File: config.mk
export PLATFORM = sky130hd
export DESIGN_NAME = mem_port_arbiter
export DESIGN_NICKNAME = d
export VERILOG_FILES = /design/src/rtl/mem_arb_pkg.sv /design/src/rtl/mem_arb_timer.sv /design/src/rtl/mem_port_arbiter.sv
export SDC_FILE = /design/constraint.sdc
export NUM_CORES = 1
export LEC_CHECK = 0
export BUFFER_PORTS_ARGS = -buffer_cell sky130_fd_sc_hd__buf_2
export CAP_MARGIN = 20
export CORE_ASPECT_RATIO = 2
export CORE_MARGIN = 5
export CORE_UTILIZATION = 51
export DETAILED_ROUTE_END_ITERATION = 8
export PLACE_DENSITY = 0.89
export SLEW_MARGIN = 0
export SYNTH_ARGS = -nofsm -noshare
export SYNTH_HDL_FRONTEND = slang
export SYNTH_SLANG_ARGS = --single-unit
File: constraint.sdc
create_clock -name clk -period 3.6 [get_ports clk]
set_input_delay 0.54 -clock clk [delete_from_list [all_inputs] [get_ports clk]]
set_output_delay 0.54 -clock clk [all_outputs]
set_load 0.1 [all_outputs]
File: src/rtl/mem_arb_pkg.sv
// Shared types and defaults for the fetch/load-store memory port arbiter.
package mem_arb_pkg;

    localparam int ADDR_W_DEF          = 32;
    localparam int DATA_W_DEF          = 32;
    localparam int MAX_DATA_STREAK_DEF = 4;
    localparam int TIMEOUT_DEF         = 64;

    // Word accesses only: any set bit here marks the address misaligned.
    localparam logic [1:0] ALIGN_MASK = 2'b11;

    typedef enum logic [1:0] {
        IDLE   = 2'd0,
        BUSY_I = 2'd1,
        BUSY_D = 2'd2,
        RESP   = 2'd3
    } arb_state_t;

    typedef enum logic [1:0] {
        GNT_NONE  = 2'd0,
        GNT_FETCH = 2'd1,
        GNT_DATA  = 2'd2
    } gnt_src_t;

    function automatic logic is_misaligned(input logic [1:0] addr_lsb);
        return (addr_lsb & ALIGN_MASK) != 2'b00;
    endfunction

endpackage

File: src/rtl/mem_arb_timer.sv
// Access watchdog: loads TIMEOUT while cleared, counts down while enabled, and
// flags the last allowed BUSY cycle so the abort lands on the following edge.
module mem_arb_timer
    import mem_arb_pkg::*;
#(
    parameter int TIMEOUT = TIMEOUT_DEF
) (
    input  logic clk,
    input  logic reset,
    input  logic clr,
    input  logic en,
    output logic expire
);

    localparam int CNT_W = $clog2(TIMEOUT + 1);

    logic [CNT_W-1:0] cnt_q;

    // Down-counter; holds at zero so a stuck enable never wraps.
    always_ff @(posedge clk) begin
        if (reset || clr) begin
            cnt_q <= CNT_W'(TIMEOUT);
        end else if (en && (cnt_q != '0)) begin
            cnt_q <= cnt_q - 1'b1;
        end
    end

    // Terminal count: this is the TIMEOUT-th enabled cycle.
    assign expire = en && (cnt_q == CNT_W'(1));

endmodule

File: src/rtl/mem_port_arbiter.sv
// Shares one single-ported memory between the fetch port and the load/store
// port, one outstanding access at a time.
//
//  state  | meaning
//  IDLE   | no access in flight; arbitrate between eligible requesters
//  BUSY_I | fetch access on the memory bus, waiting for mem_ready
//  BUSY_D | load/store access on the memory bus, waiting for mem_ready
//  RESP   | misaligned request answered with error, no memory access
module mem_port_arbiter
    import mem_arb_pkg::*;
#(
    parameter int ADDR_W          = ADDR_W_DEF,
    parameter int DATA_W          = DATA_W_DEF,
    parameter int MAX_DATA_STREAK = MAX_DATA_STREAK_DEF,
    parameter int TIMEOUT         = TIMEOUT_DEF
) (
    input  logic              clk,
    input  logic              reset,
    input  logic              if_req,
    input  logic [ADDR_W-1:0] if_addr,
    output logic              if_valid,
    output logic              if_err,
    output logic [DATA_W-1:0] if_rdata,
    input  logic              d_req,
    input  logic              d_we,
    input  logic [ADDR_W-1:0] d_addr,
    input  logic [DATA_W-1:0] d_wdata,
    output logic              d_valid,
    output logic              d_err,
    output logic [DATA_W-1:0] d_rdata,
    output logic              mem_en,
    output logic              mem_we,
    output logic [ADDR_W-1:0] mem_addr,
    output logic [DATA_W-1:0] mem_wdata,
    input  logic [DATA_W-1:0] mem_rdata,
    input  logic              mem_ready
);

    localparam logic [1:0] ST_IDLE   = 2'(IDLE);
    localparam logic [1:0] ST_BUSY_I = 2'(BUSY_I);
    localparam logic [1:0] ST_BUSY_D = 2'(BUSY_D);
    localparam logic [1:0] ST_RESP   = 2'(RESP);

    localparam int STRK_W = $clog2(MAX_DATA_STREAK + 1);

    logic [1:0]        state_q;
    logic [STRK_W-1:0] streak_q;
    gnt_src_t          gnt_src;
    logic [ADDR_W-1:0] gnt_addr;
    logic              gnt_misal;
    logic              if_elig;
    logic              d_elig;
    logic              busy;
    logic              tmr_expire;

    // A requester is ignored in its own completion cycle, since its req is
    // still high there but already satisfied.
    assign if_elig = if_req && !if_valid;
    assign d_elig  = d_req && !d_valid;
    assign busy    = (state_q == ST_BUSY_I) || (state_q == ST_BUSY_D);

    // Arbitration: data first, unless fetch has been starved for a full streak.
    always_comb begin
        gnt_src = GNT_NONE;
        if (state_q == ST_IDLE) begin
            if (d_elig && !(if_elig && (streak_q == STRK_W'(MAX_DATA_STREAK)))) begin
                gnt_src = GNT_DATA;
            end else if (if_elig) begin
                gnt_src = GNT_FETCH;
            end
        end
    end

    assign gnt_addr  = (gnt_src == GNT_DATA) ? d_addr : if_addr;
    assign gnt_misal = is_misaligned(gnt_addr[1:0]);

    mem_arb_timer #(
        .TIMEOUT (TIMEOUT)
    ) u_timer (
        .clk    (clk),
        .reset  (reset),
        .clr    (!busy),
        .en     (busy),
        .expire (tmr_expire)
    );

    // Count data grants taken while fetch is waiting; saturating.
    always_ff @(posedge clk) begin
        if (reset) begin
            streak_q <= '0;
        end else if (!if_req || (gnt_src == GNT_FETCH)) begin
            streak_q <= '0;
        end else if ((gnt_src == GNT_DATA) && (streak_q != STRK_W'(MAX_DATA_STREAK))) begin
            streak_q <= streak_q + 1'b1;
        end
    end

    // FSM, memory-side registers and completion pulses.
    always_ff @(posedge clk) begin
        if (reset) begin
            state_q   <= ST_IDLE;
            if_valid  <= 1'b0;
            if_err    <= 1'b0;
            if_rdata  <= '0;
            d_valid   <= 1'b0;
            d_err     <= 1'b0;
            d_rdata   <= '0;
            mem_en    <= 1'b0;
            mem_we    <= 1'b0;
            mem_addr  <= '0;
            mem_wdata <= '0;
        end else begin
            if_valid <= 1'b0;
            if_err   <= 1'b0;
            d_valid  <= 1'b0;
            d_err    <= 1'b0;
            case (state_q)
                ST_IDLE: begin
                    if (gnt_src != GNT_NONE) begin
                        if (gnt_misal) begin
                            state_q <= ST_RESP;
                            if (gnt_src == GNT_DATA) begin
                                d_valid <= 1'b1;
                                d_err   <= 1'b1;
                                d_rdata <= '0;
                            end else begin
                                if_valid <= 1'b1;
                                if_err   <= 1'b1;
                                if_rdata <= '0;
                            end
                        end else begin
                            state_q   <= (gnt_src == GNT_DATA) ? ST_BUSY_D : ST_BUSY_I;
                            mem_en    <= 1'b1;
                            mem_addr  <= gnt_addr;
                            mem_we    <= (gnt_src == GNT_DATA) ? d_we : 1'b0;
                            mem_wdata <= (gnt_src == GNT_DATA) ? d_wdata : '0;
                        end
                    end
                end
                ST_BUSY_I, ST_BUSY_D: begin
                    // mem_ready beats a simultaneous timer expiry.
                    if (mem_ready || tmr_expire) begin
                        state_q <= ST_IDLE;
                        mem_en  <= 1'b0;
                        mem_we  <= 1'b0;
                        if (state_q == ST_BUSY_D) begin
                            d_valid <= 1'b1;
                            d_err   <= !mem_ready;
                            d_rdata <= (mem_ready && !mem_we) ? mem_rdata : '0;
                        end else begin
                            if_valid <= 1'b1;
                            if_err   <= !mem_ready;
                            if_rdata <= mem_ready ? mem_rdata : '0;
                        end
                    end
                end
                default: begin
                    state_q <= ST_IDLE;
                end
            endcase
        end
    end

endmodule
==> reports/metrics.csv, run 1 <==
metric,value,unit
syn_area,5993,µm²
timing_worst_slew_pin_value,0.9647,ns
post_cts.resized_instances,0,
clock-skew-final,0.007277,ns
min_to,u_timer.cnt_q[6]$_SDFFE_PP1P_,
synth.cells.most_frequent,"sky130_fd_sc_hd__dfxtp_1 (146), sky130_fd_sc_hd__nor2_1 (76), sky130_fd_sc_hd__nand2_1 (74)",
hold_class,in -> reg,
drive_gt1_share,35.16,%
finalMaxSlewViolations,0,
num-nets-final,1040,
clock-root-buffer,sky130_fd_sc_hd__clkbuf_16,
cts_num_sinks,146,
report.power.total,6.057,mW
seq_area,2923,µm²
design.portCount,268,
grt_max_degree,107,
postSynth.topFlopCell,sky130_fd_sc_hd__dfxtp_1,
design_area,7979,µm²
grt_pass1_vias,5618,
cts_buffer_depth,2,
flop_and_latch_count_out_of_synthesis,146,
power.density,759.1,nW/µm²
gp_routability_congestion,0.7767,
timing.setup.critical_path_class,reg -> reg,
hold_start,reset,
irDropWorstVdd,528.1,µV
cts_tree,yes,
total_routed_wirelength,16260,µm
worstSetupEndpointType,flip-flop,
synth-async-reset-ratio,0,%
synthesis.yosys.warnings,0,
grt_antenna_before_repair,0,
timing.final.ws_setup,0.9612,ns
final_antenna_net_count,0,
fillerInstances,974,
timing.max_cap.violations,0,
finalCritPeriodShare,73.30,%
setup_viol_count_final,0,
die_y,163.3,µm
num_vias,5467,
worst_r2r_startpoint,state_q[0]$_SDFFE_PP0P_,
required,3.92,ns
global_route_usage_sum,23.06,%
leakagePower,3.764,nW
yosys.area.top_type_share,48.77,%
finalHoldViolCount,0,
cts-htree-levels,4,
initial_core_util,51.53,%
placement_rows,56,
wire_length_per_cell_after_detailed_routing,15.41,µm
worst_skew_pair.late_latency,0.41,ns
avgViaCountPerCell,5.182,
timing.setup.tns,0,ns
hold_depth,3,
final.hold.worst_slack,0.3669,ns
final_hpwl_dp,12180,µm
synthMostInstantiatedCell,sky130_fd_sc_hd__dfxtp_1,
critical_path_peak_fanout,32,
syn2layout_area_growth,33.13,%
synthCells,652,
synth_area_leader_cell,sky130_fd_sc_hd__dfxtp_1,
run_status,finished clean,
insertedDiodeCount,0,
placed_cells_incl_taps,1023,
worst_r2r_path_depth,8,
grt_pass1_wl,26020,µm
synth.avg_cell_area,9.192,µm²
die_width,86.66,µm
critical_path.startpoint_type,flip-flop,
pre_cts_slack,0.9876,ns
layout_min_cycle_time,2.639,ns
synth_sequential_area_ratio,48.77,%
arrival,2.96,ns
area_used_by_multi_input_combinational_logic,2813,µm²
worst_slew_margin_rel,35.68,%
cts.hold.buffers_added,0,
synth_area_leaders,"sky130_fd_sc_hd__dfxtp_1 (49%), sky130_fd_sc_hd__mux2i_1 (10%), sky130_fd_sc_hd__nor2_1 (4.8%)",
overflow,0,
setup_slack_reg_to_reg,0.96,ns
worst_r2r_endpoint,d_rdata[18]$_SDFFE_PP0P_,
syn-num-nets,795,
floorplan.core_area,11630,µm²
max_freq,0.3790,GHz
detail_route.iter0.violations,231,
drt_pass1_iterations,7,
postCtsSetupBuffers,0,
port_buffers,267,
synth-edff-count,0,
rsz0062_at_grt,false,
clkTransAtPathRegs,0.06,ns
postLayoutCoreUtil,68.60,%
design.die.area,14150,µm²
place_area,7366,µm²
fin_cells,1055,
numCtsBuffers,17,
post-route-drc-count,0,
synth_cell_type_count,45,
==> metal layers <==
layer,routed length (µm),track usage [%],up-vias
met4,369,9.078,0
met1,5770,23.36,2483
met2,8913,42.96,216
met3,1204,6.815,26
li1,-,-,2742
met5,0,0,-
==> final cells by class <==
cell class                      count  area share, %
Sequential cell                   146          36.63
Multi-Input combinational cell    446          35.25
Timing Repair Buffer              278          17.78
Clock buffer                       20          5.724
Tap cell                          145          2.274
Clock inverter                     12          1.960
Inverter                            8         0.3764
==> cells by family after synthesis <==
family,count (synthesis),share of synthesized area (%)
and+or+nand+nor,249,19.56
DFF,146,48.77
AOI/OAI and AO/OA,122,14.11
muxes,62,10.35
buffers and inverters,60,4.739
adders and majority gates,9,1.879
xor gates and xnor gates,4,0.5847
==> state kept, by name (all words and copies together) (netlist names) <==
signal         count
d_rdata           32
if_rdata          32
mem_addr          32
mem_wdata         32
u_timer.cnt_q      7
streak_q           3
state_q            2
d_err              1
d_valid            1
if_err             1
if_valid           1
mem_en             1
mem_we             1
==> report_power, final <==
part | leakage, nW | total (mW) | internal, mW | switching (mW)
Combinational | 2.28 | 2.35 | 0.573 | 1.78
Clock | 0.300 | 1.80 | 1.13 | 0.666
Sequential | 1.18 | 1.91 | 1.79 | 0.117
Total | 3.76 | 6.06 | 3.50 | 2.56
==> worst max path at each step <==
stage	from	to	slack, ns
after floorplan	if_valid$_SDFF_PP0_	mem_addr[10]$_SDFFE_PP0P_	1.04
after global placement	state_q[0]$_SDFFE_PP0P_	d_rdata[18]$_SDFFE_PP0P_	1.05
after detailed placement	state_q[0]$_SDFFE_PP0P_	d_rdata[18]$_SDFFE_PP0P_	0.99
after CTS	state_q[0]$_SDFFE_PP0P_	d_rdata[18]$_SDFFE_PP0P_	0.96
after global routing	state_q[1]$_SDFFE_PP0P_	d_rdata[18]$_SDFFE_PP0P_	0.77
final	state_q[0]$_SDFFE_PP0P_	d_rdata[18]$_SDFFE_PP0P_	0.96
==> cells in the final DEF (no fill, tap or decap), types with 2 or more instances in the layout <==
| cell | count |
|---|---|
| sky130_fd_sc_hd__a21oi_1 | 9 |
| sky130_fd_sc_hd__buf_4 | 11 |
| sky130_fd_sc_hd__nor3b_1 | 2 |
| sky130_fd_sc_hd__clkbuf_16 | 17 |
| sky130_fd_sc_hd__buf_2 | 267 |
| sky130_fd_sc_hd__or3_1 | 3 |
| sky130_fd_sc_hd__clkinv_4 | 4 |
| sky130_fd_sc_hd__and3b_1 | 2 |
| sky130_fd_sc_hd__dfxtp_1 | 146 |
| sky130_fd_sc_hd__o21ai_1 | 32 |
| sky130_fd_sc_hd__nor2_1 | 75 |
| sky130_fd_sc_hd__xnor2_1 | 3 |
| sky130_fd_sc_hd__clkinv_2 | 3 |
| sky130_fd_sc_hd__nor2b_1 | 3 |
| sky130_fd_sc_hd__nand3b_1 | 2 |
| sky130_fd_sc_hd__o22ai_1 | 2 |
| sky130_fd_sc_hd__o31ai_1 | 3 |
| sky130_fd_sc_hd__nand3_1 | 33 |
| sky130_fd_sc_hd__a22oi_1 | 33 |
| sky130_fd_sc_hd__o211ai_1 | 2 |
| sky130_fd_sc_hd__nand2b_1 | 41 |
| sky130_fd_sc_hd__clkbuf_8 | 2 |
| sky130_fd_sc_hd__ha_1 | 9 |
| sky130_fd_sc_hd__mux2i_1 | 62 |
| sky130_fd_sc_hd__nand2_1 | 74 |
| sky130_fd_sc_hd__bufinv_16 | 3 |
| sky130_fd_sc_hd__inv_1 | 8 |
| sky130_fd_sc_hd__or2_2 | 2 |
| sky130_fd_sc_hd__a211oi_1 | 32 |
| sky130_fd_sc_hd__or2_1 | 2 |
==> critical path, stage by stage (launching register included) <==
cell                       delay [ns]
sky130_fd_sc_hd__dfxtp_1         0.39
sky130_fd_sc_hd__inv_1           0.10
sky130_fd_sc_hd__ha_1            0.41
sky130_fd_sc_hd__inv_1           0.14
sky130_fd_sc_hd__a211oi_2        0.33
sky130_fd_sc_hd__or2_1           0.29
sky130_fd_sc_hd__a211o_2         0.14
sky130_fd_sc_hd__buf_4           0.47
sky130_fd_sc_hd__mux2i_1         0.28
No activity file was read; power rests on OpenSTA's default activity.
==> run 2: changes to the inputs <==
--- a/config.mk
+++ b/config.mk
@@ -5,13 +5,14 @@
 export SDC_FILE = /design/constraint.sdc
 export NUM_CORES = 1
 export LEC_CHECK = 0
+export ABC_AREA = 1
 export BUFFER_PORTS_ARGS = -buffer_cell sky130_fd_sc_hd__buf_2
 export CAP_MARGIN = 20
 export CORE_ASPECT_RATIO = 2
 export CORE_MARGIN = 5
-export CORE_UTILIZATION = 51
+export CORE_UTILIZATION = 44
 export DETAILED_ROUTE_END_ITERATION = 8
-export PLACE_DENSITY = 0.89
+export PLACE_DENSITY = 0.79
 export SLEW_MARGIN = 0
 export SYNTH_ARGS = -nofsm -noshare
 export SYNTH_HDL_FRONTEND = slang
==> constraint.sdc (replaced) <==
create_clock -name clk -period 2.4 [get_ports clk]
set_input_delay 0.36 -clock clk [delete_from_list [all_inputs] [get_ports clk]]
set_output_delay 0.36 -clock clk [all_outputs]
set_load 0.1 [all_outputs]
==> run 2 against run 1 <==
  * Via count up 29%
  * Setup slack worse by 0.80 ns
  * Clock skew up 0.0037 ns
  * Cell area up 10%
  * Core utilization down 11 points
  * Fmax up 18%
  * Critical endpoint is now if_rdata[11]$_SDFFE_PP0P_
  * Flip-flop and latch count unchanged
==> reports/metrics.csv, run 2 <==
metric,value,unit,change
run_status,finished clean,,unchanged
synth.cells.most_frequent,"sky130_fd_sc_hd__nand2_1 (333), sky130_fd_sc_hd__nor2_1 (203), sky130_fd_sc_hd__dfxtp_1 (146)",,"was sky130_fd_sc_hd__dfxtp_1 (146), sky130_fd_sc_hd__nor2_1 (76), sky130_fd_sc_hd__nand2_1 (74)"
setup_viol_count_final,0,,unchanged
final_antenna_net_count,0,,unchanged
yosys.area.top_type_share,43.14,%,was 48.77%
drive_gt1_share,25.80,%,was 35.16%
critical_path.cell_chain,"inv_1, ha_1, nand2_1, clkinv_1, nand3_2, a21oi_4, buf_4, nand4_1, nand2_1, nor2_1",,"was inv_1, ha_1, inv_1, a211oi_2, or2_1, a211o_2, buf_4, mux2i_1"
rsz0062_at_grt,false,,unchanged
layout_min_cycle_time,2.239,ns,was 2.639 ns
clock-skew-final,0.01098,ns,was 0.007277 ns
cts_num_sinks,146,,unchanged
critical_path_peak_fanout,30,,was 32
syn-num-nets,1191,,was 795
synth_compound_area_share,6.888,%,was 14.11%
arrival,2.54,ns,was 2.96 ns
synthesis.yosys.warnings,0,,unchanged
synth-edff-count,0,,unchanged
setup_slack_reg_to_reg,0.16,ns,was 0.96 ns
post_synth_xor_area_fraction,0.2585,%,was 0.5846%
slowest_delay,0.41,ns,was 0.47 ns
num-nets-final,1436,,"was 1,040"
drt_pass1_iterations,5,,was 7
postCtsSetupBuffers,0,,unchanged
gp_routability_congestion,0.8515,,was 0.7767
timing.setup.tns,0,ns,unchanged
placement_rows,64,,was 56
pre_cts_slack,0.2298,ns,was 0.9876 ns
placed_cells_incl_taps,1472,,"was 1,023"
total_routed_wirelength,19730,µm,"was 16,260 µm"
die_y,185.5,µm,was 163.3 µm
cts.hold.buffers_added,0,,unchanged
postSynth.topFlopCell,sky130_fd_sc_hd__dfxtp_1,,unchanged
finalCritPeriodShare,93.29,%,was 73.30%
finalMaxSlewViolations,0,,unchanged
syn2layout_area_growth,30.03,%,was 33.13%
post-route-drc-count,0,,unchanged
final_hpwl_dp,14820,µm,"was 12,180 µm"
clkTransAtPathRegs,0.06,ns,about the same
synth.avg_cell_area,6.465,µm²,was 9.192 µm²
timing.max_cap.violations,0,,unchanged
worst_slew_margin_rel,63.40,%,was 35.68%
design.die.area,18130,µm²,"was 14,150 µm²"
overflow,0,,unchanged
avgViaCountPerCell,4.701,,was 5.182
finalHoldViolCount,0,,unchanged
worst_r2r_path_depth,10,,was 8
port_buffers,267,,unchanged
hold_class,in -> reg,,unchanged
crit_path_frequent_cell,sky130_fd_sc_hd__nand2_1,,was sky130_fd_sc_hd__inv_1
yosys-mux-area-fraction,0,%,was 10.35%
flop_and_latch_count_out_of_synthesis,146,,unchanged
worst_r2r_startpoint,state_q[1]$_SDFFE_PP0P_,,was state_q[0]$_SDFFE_PP0P_
numCtsBuffers,17,,unchanged
detail_route.iter0.violations,268,,was 231
critical_path.startpoint_type,flip-flop,,unchanged
synth_area_leaders,"sky130_fd_sc_hd__dfxtp_1 (43%), sky130_fd_sc_hd__nand2_1 (18%), sky130_fd_sc_hd__nor2_1 (11%)",,"was sky130_fd_sc_hd__dfxtp_1 (49%), sky130_fd_sc_hd__mux2i_1 (10%), sky130_fd_sc_hd__nor2_1 (4.8%)"
cts_tree,yes,,unchanged
cts_buffer_depth,2,,unchanged
timing.final.ws_setup,0.1610,ns,was 0.9612 ns
synth_cell_type_count,27,,was 45
design.portCount,268,,unchanged
worst_skew_pair.late_latency,0.41,ns,about the same
num_vias,7070,,"was 5,467"
post_cts.resized_instances,0,,unchanged
synth_sequential_area_ratio,43.14,%,was 48.77%
synth_area_leader_cell,sky130_fd_sc_hd__dfxtp_1,,unchanged
synthSimpleGateAreaFrac,36.47,%,was 19.56%
timing_worst_slew_pin_value,0.5482,ns,was 0.9647 ns
layout_commonest_cell,sky130_fd_sc_hd__nand2_1,,was sky130_fd_sc_hd__buf_2
syn_area,6775,µm²,was 5993 µm²
grt_antenna_before_repair,1,,was 0
global_route_usage_sum,21.02,%,was 23.06%
fin_cells,1504,,"was 1,055"
required,2.71,ns,was 3.92 ns
cp-endpoint,if_rdata[11]$_SDFFE_PP0P_,,was d_rdata[18]$_SDFFE_PP0P_
grt_pass1_wl,31010,µm,"was 26,020 µm"
synthCells,1048,,was 652
synth_top_family_by_area,simple AND/OR/NAND/NOR gates,,unchanged
initial_core_util,44.53,%,was 51.53%
wire_length_per_cell_after_detailed_routing,13.12,µm,was 15.41 µm
grt_pass1_vias,6562,,"was 5,618"
insertedDiodeCount,0,,unchanged
synth-async-reset-ratio,0,%,unchanged
floorplan.core_area,15210,µm²,"was 11,630 µm²"
worstSetupEndpointType,flip-flop,,unchanged
cts-htree-levels,4,,unchanged
source_of_the_critical_timing_path,state_q[1]$_SDFFE_PP0P_,,was state_q[0]$_SDFFE_PP0P_
max_freq,0.4466,GHz,was 0.3790 GHz
synthMostInstantiatedCell,sky130_fd_sc_hd__nand2_1,,was sky130_fd_sc_hd__dfxtp_1
timing.setup.critical_path_class,reg -> reg,,unchanged
worst_r2r_endpoint,if_rdata[11]$_SDFFE_PP0P_,,was d_rdata[18]$_SDFFE_PP0P_
post_synth_fa_ha_maj_area_fraction,1.662,%,was 1.879%
clock-root-buffer,sky130_fd_sc_hd__clkbuf_16,,unchanged
die_width,97.75,µm,was 86.66 µm
final_cell_mix,"sky130_fd_sc_hd__nand2_1 (332), sky130_fd_sc_hd__buf_2 (267), sky130_fd_sc_hd__nor2_1 (203), sky130_fd_sc_hd__dfxtp_1 (146), sky130_fd_sc_hd__inv_1 (121)",,"was sky130_fd_sc_hd__buf_2 (267), sky130_fd_sc_hd__dfxtp_1 (146), sky130_fd_sc_hd__nor2_1 (75), sky130_fd_sc_hd__nand2_1 (74), sky130_fd_sc_hd__mux2i_1 (62)"
grt_max_degree,58,,was 107
critical_path.slowest_cell,sky130_fd_sc_hd__dfxtp_1,,was sky130_fd_sc_hd__buf_4
-- run 2: area by class of cell --
type	count	area, µm²
clock buffers	19	432.9
clock inverters	13	90.09
fillers	1529	6405
inverters	135	506.7
multi-input cells	709	3070
flip-flops and latches	146	2923
well taps	198	247.7
repair buffers	284	1539
-- run 2: logic make-up after synthesis --
kind of cell / Yosys count
compound gates: 89
xor+xnor: 2
fa+ha+maj: 9
buf+inv: 193
flops: 146
simple gates: 609
-- run 2: stage by stage --
stage	utilization (%)	cell area [µm²]	hold slack [ns]
finish	57.90	8810	0.1937
global route	57.90	8810	0.1748
CTS	57.90	8810	0.1743
detailed placement	54.47	8287	0.4449
global placement	54.47	8287	0.4353
floorplan	-	6775	0.4438
-- run 2: worst max-delay path, delay by kind of cell, from the launching register on --
family	cells	cell delay (ns)
and+or+nand+nor	5	0.47
DFF	1	0.41
adders and majority gates	1	0.41
AOI/OAI and AO/OA	1	0.29
buffers and inverters	3	0.53
-- run 2: worst min path at each step --
stage / from / to / slack [ns] / cells after the start
2_1_floorplan: u_timer.cnt_q[4]$_SDFFE_PP0P_ / u_timer.cnt_q[4]$_SDFFE_PP0P_ / 0.44 / 2
3_3_place_gp: mem_addr[0]$_SDFFE_PP0P_ / mem_addr[0]$_SDFFE_PP0P_ / 0.44 / 2
4_1_cts: d_wdata[30] / mem_wdata[30]$_SDFFE_PP0P_ / 0.17 / 3
6_report: d_wdata[30] / mem_wdata[30]$_SDFFE_PP0P_ / 0.19 / 3
5_1_grt: d_wdata[0] / mem_wdata[0]$_SDFFE_PP0P_ / 0.17 / 3
3_5_place_dp: mem_addr[0]$_SDFFE_PP0P_ / mem_addr[0]$_SDFFE_PP0P_ / 0.44 / 2
-- run 2: routing by layer --
| layer | up-vias | global-route usage [%] | routed length (µm) |
|---|---|---|---|
| li1 | 3661 | - | - |
| met1 | 3109 | 21.14 | 7076 |
| met2 | 255 | 39.81 | 10670 |
| met3 | 43 | 5.251 | 1216 |
| met4 | 2 | 10.43 | 750 |
| met5 | - | 0 | 13 |
Power of run 2 is left out: the tool's default activity adds up to more than one toggle a clock period on the data nets, which glitch-free logic cannot reach.
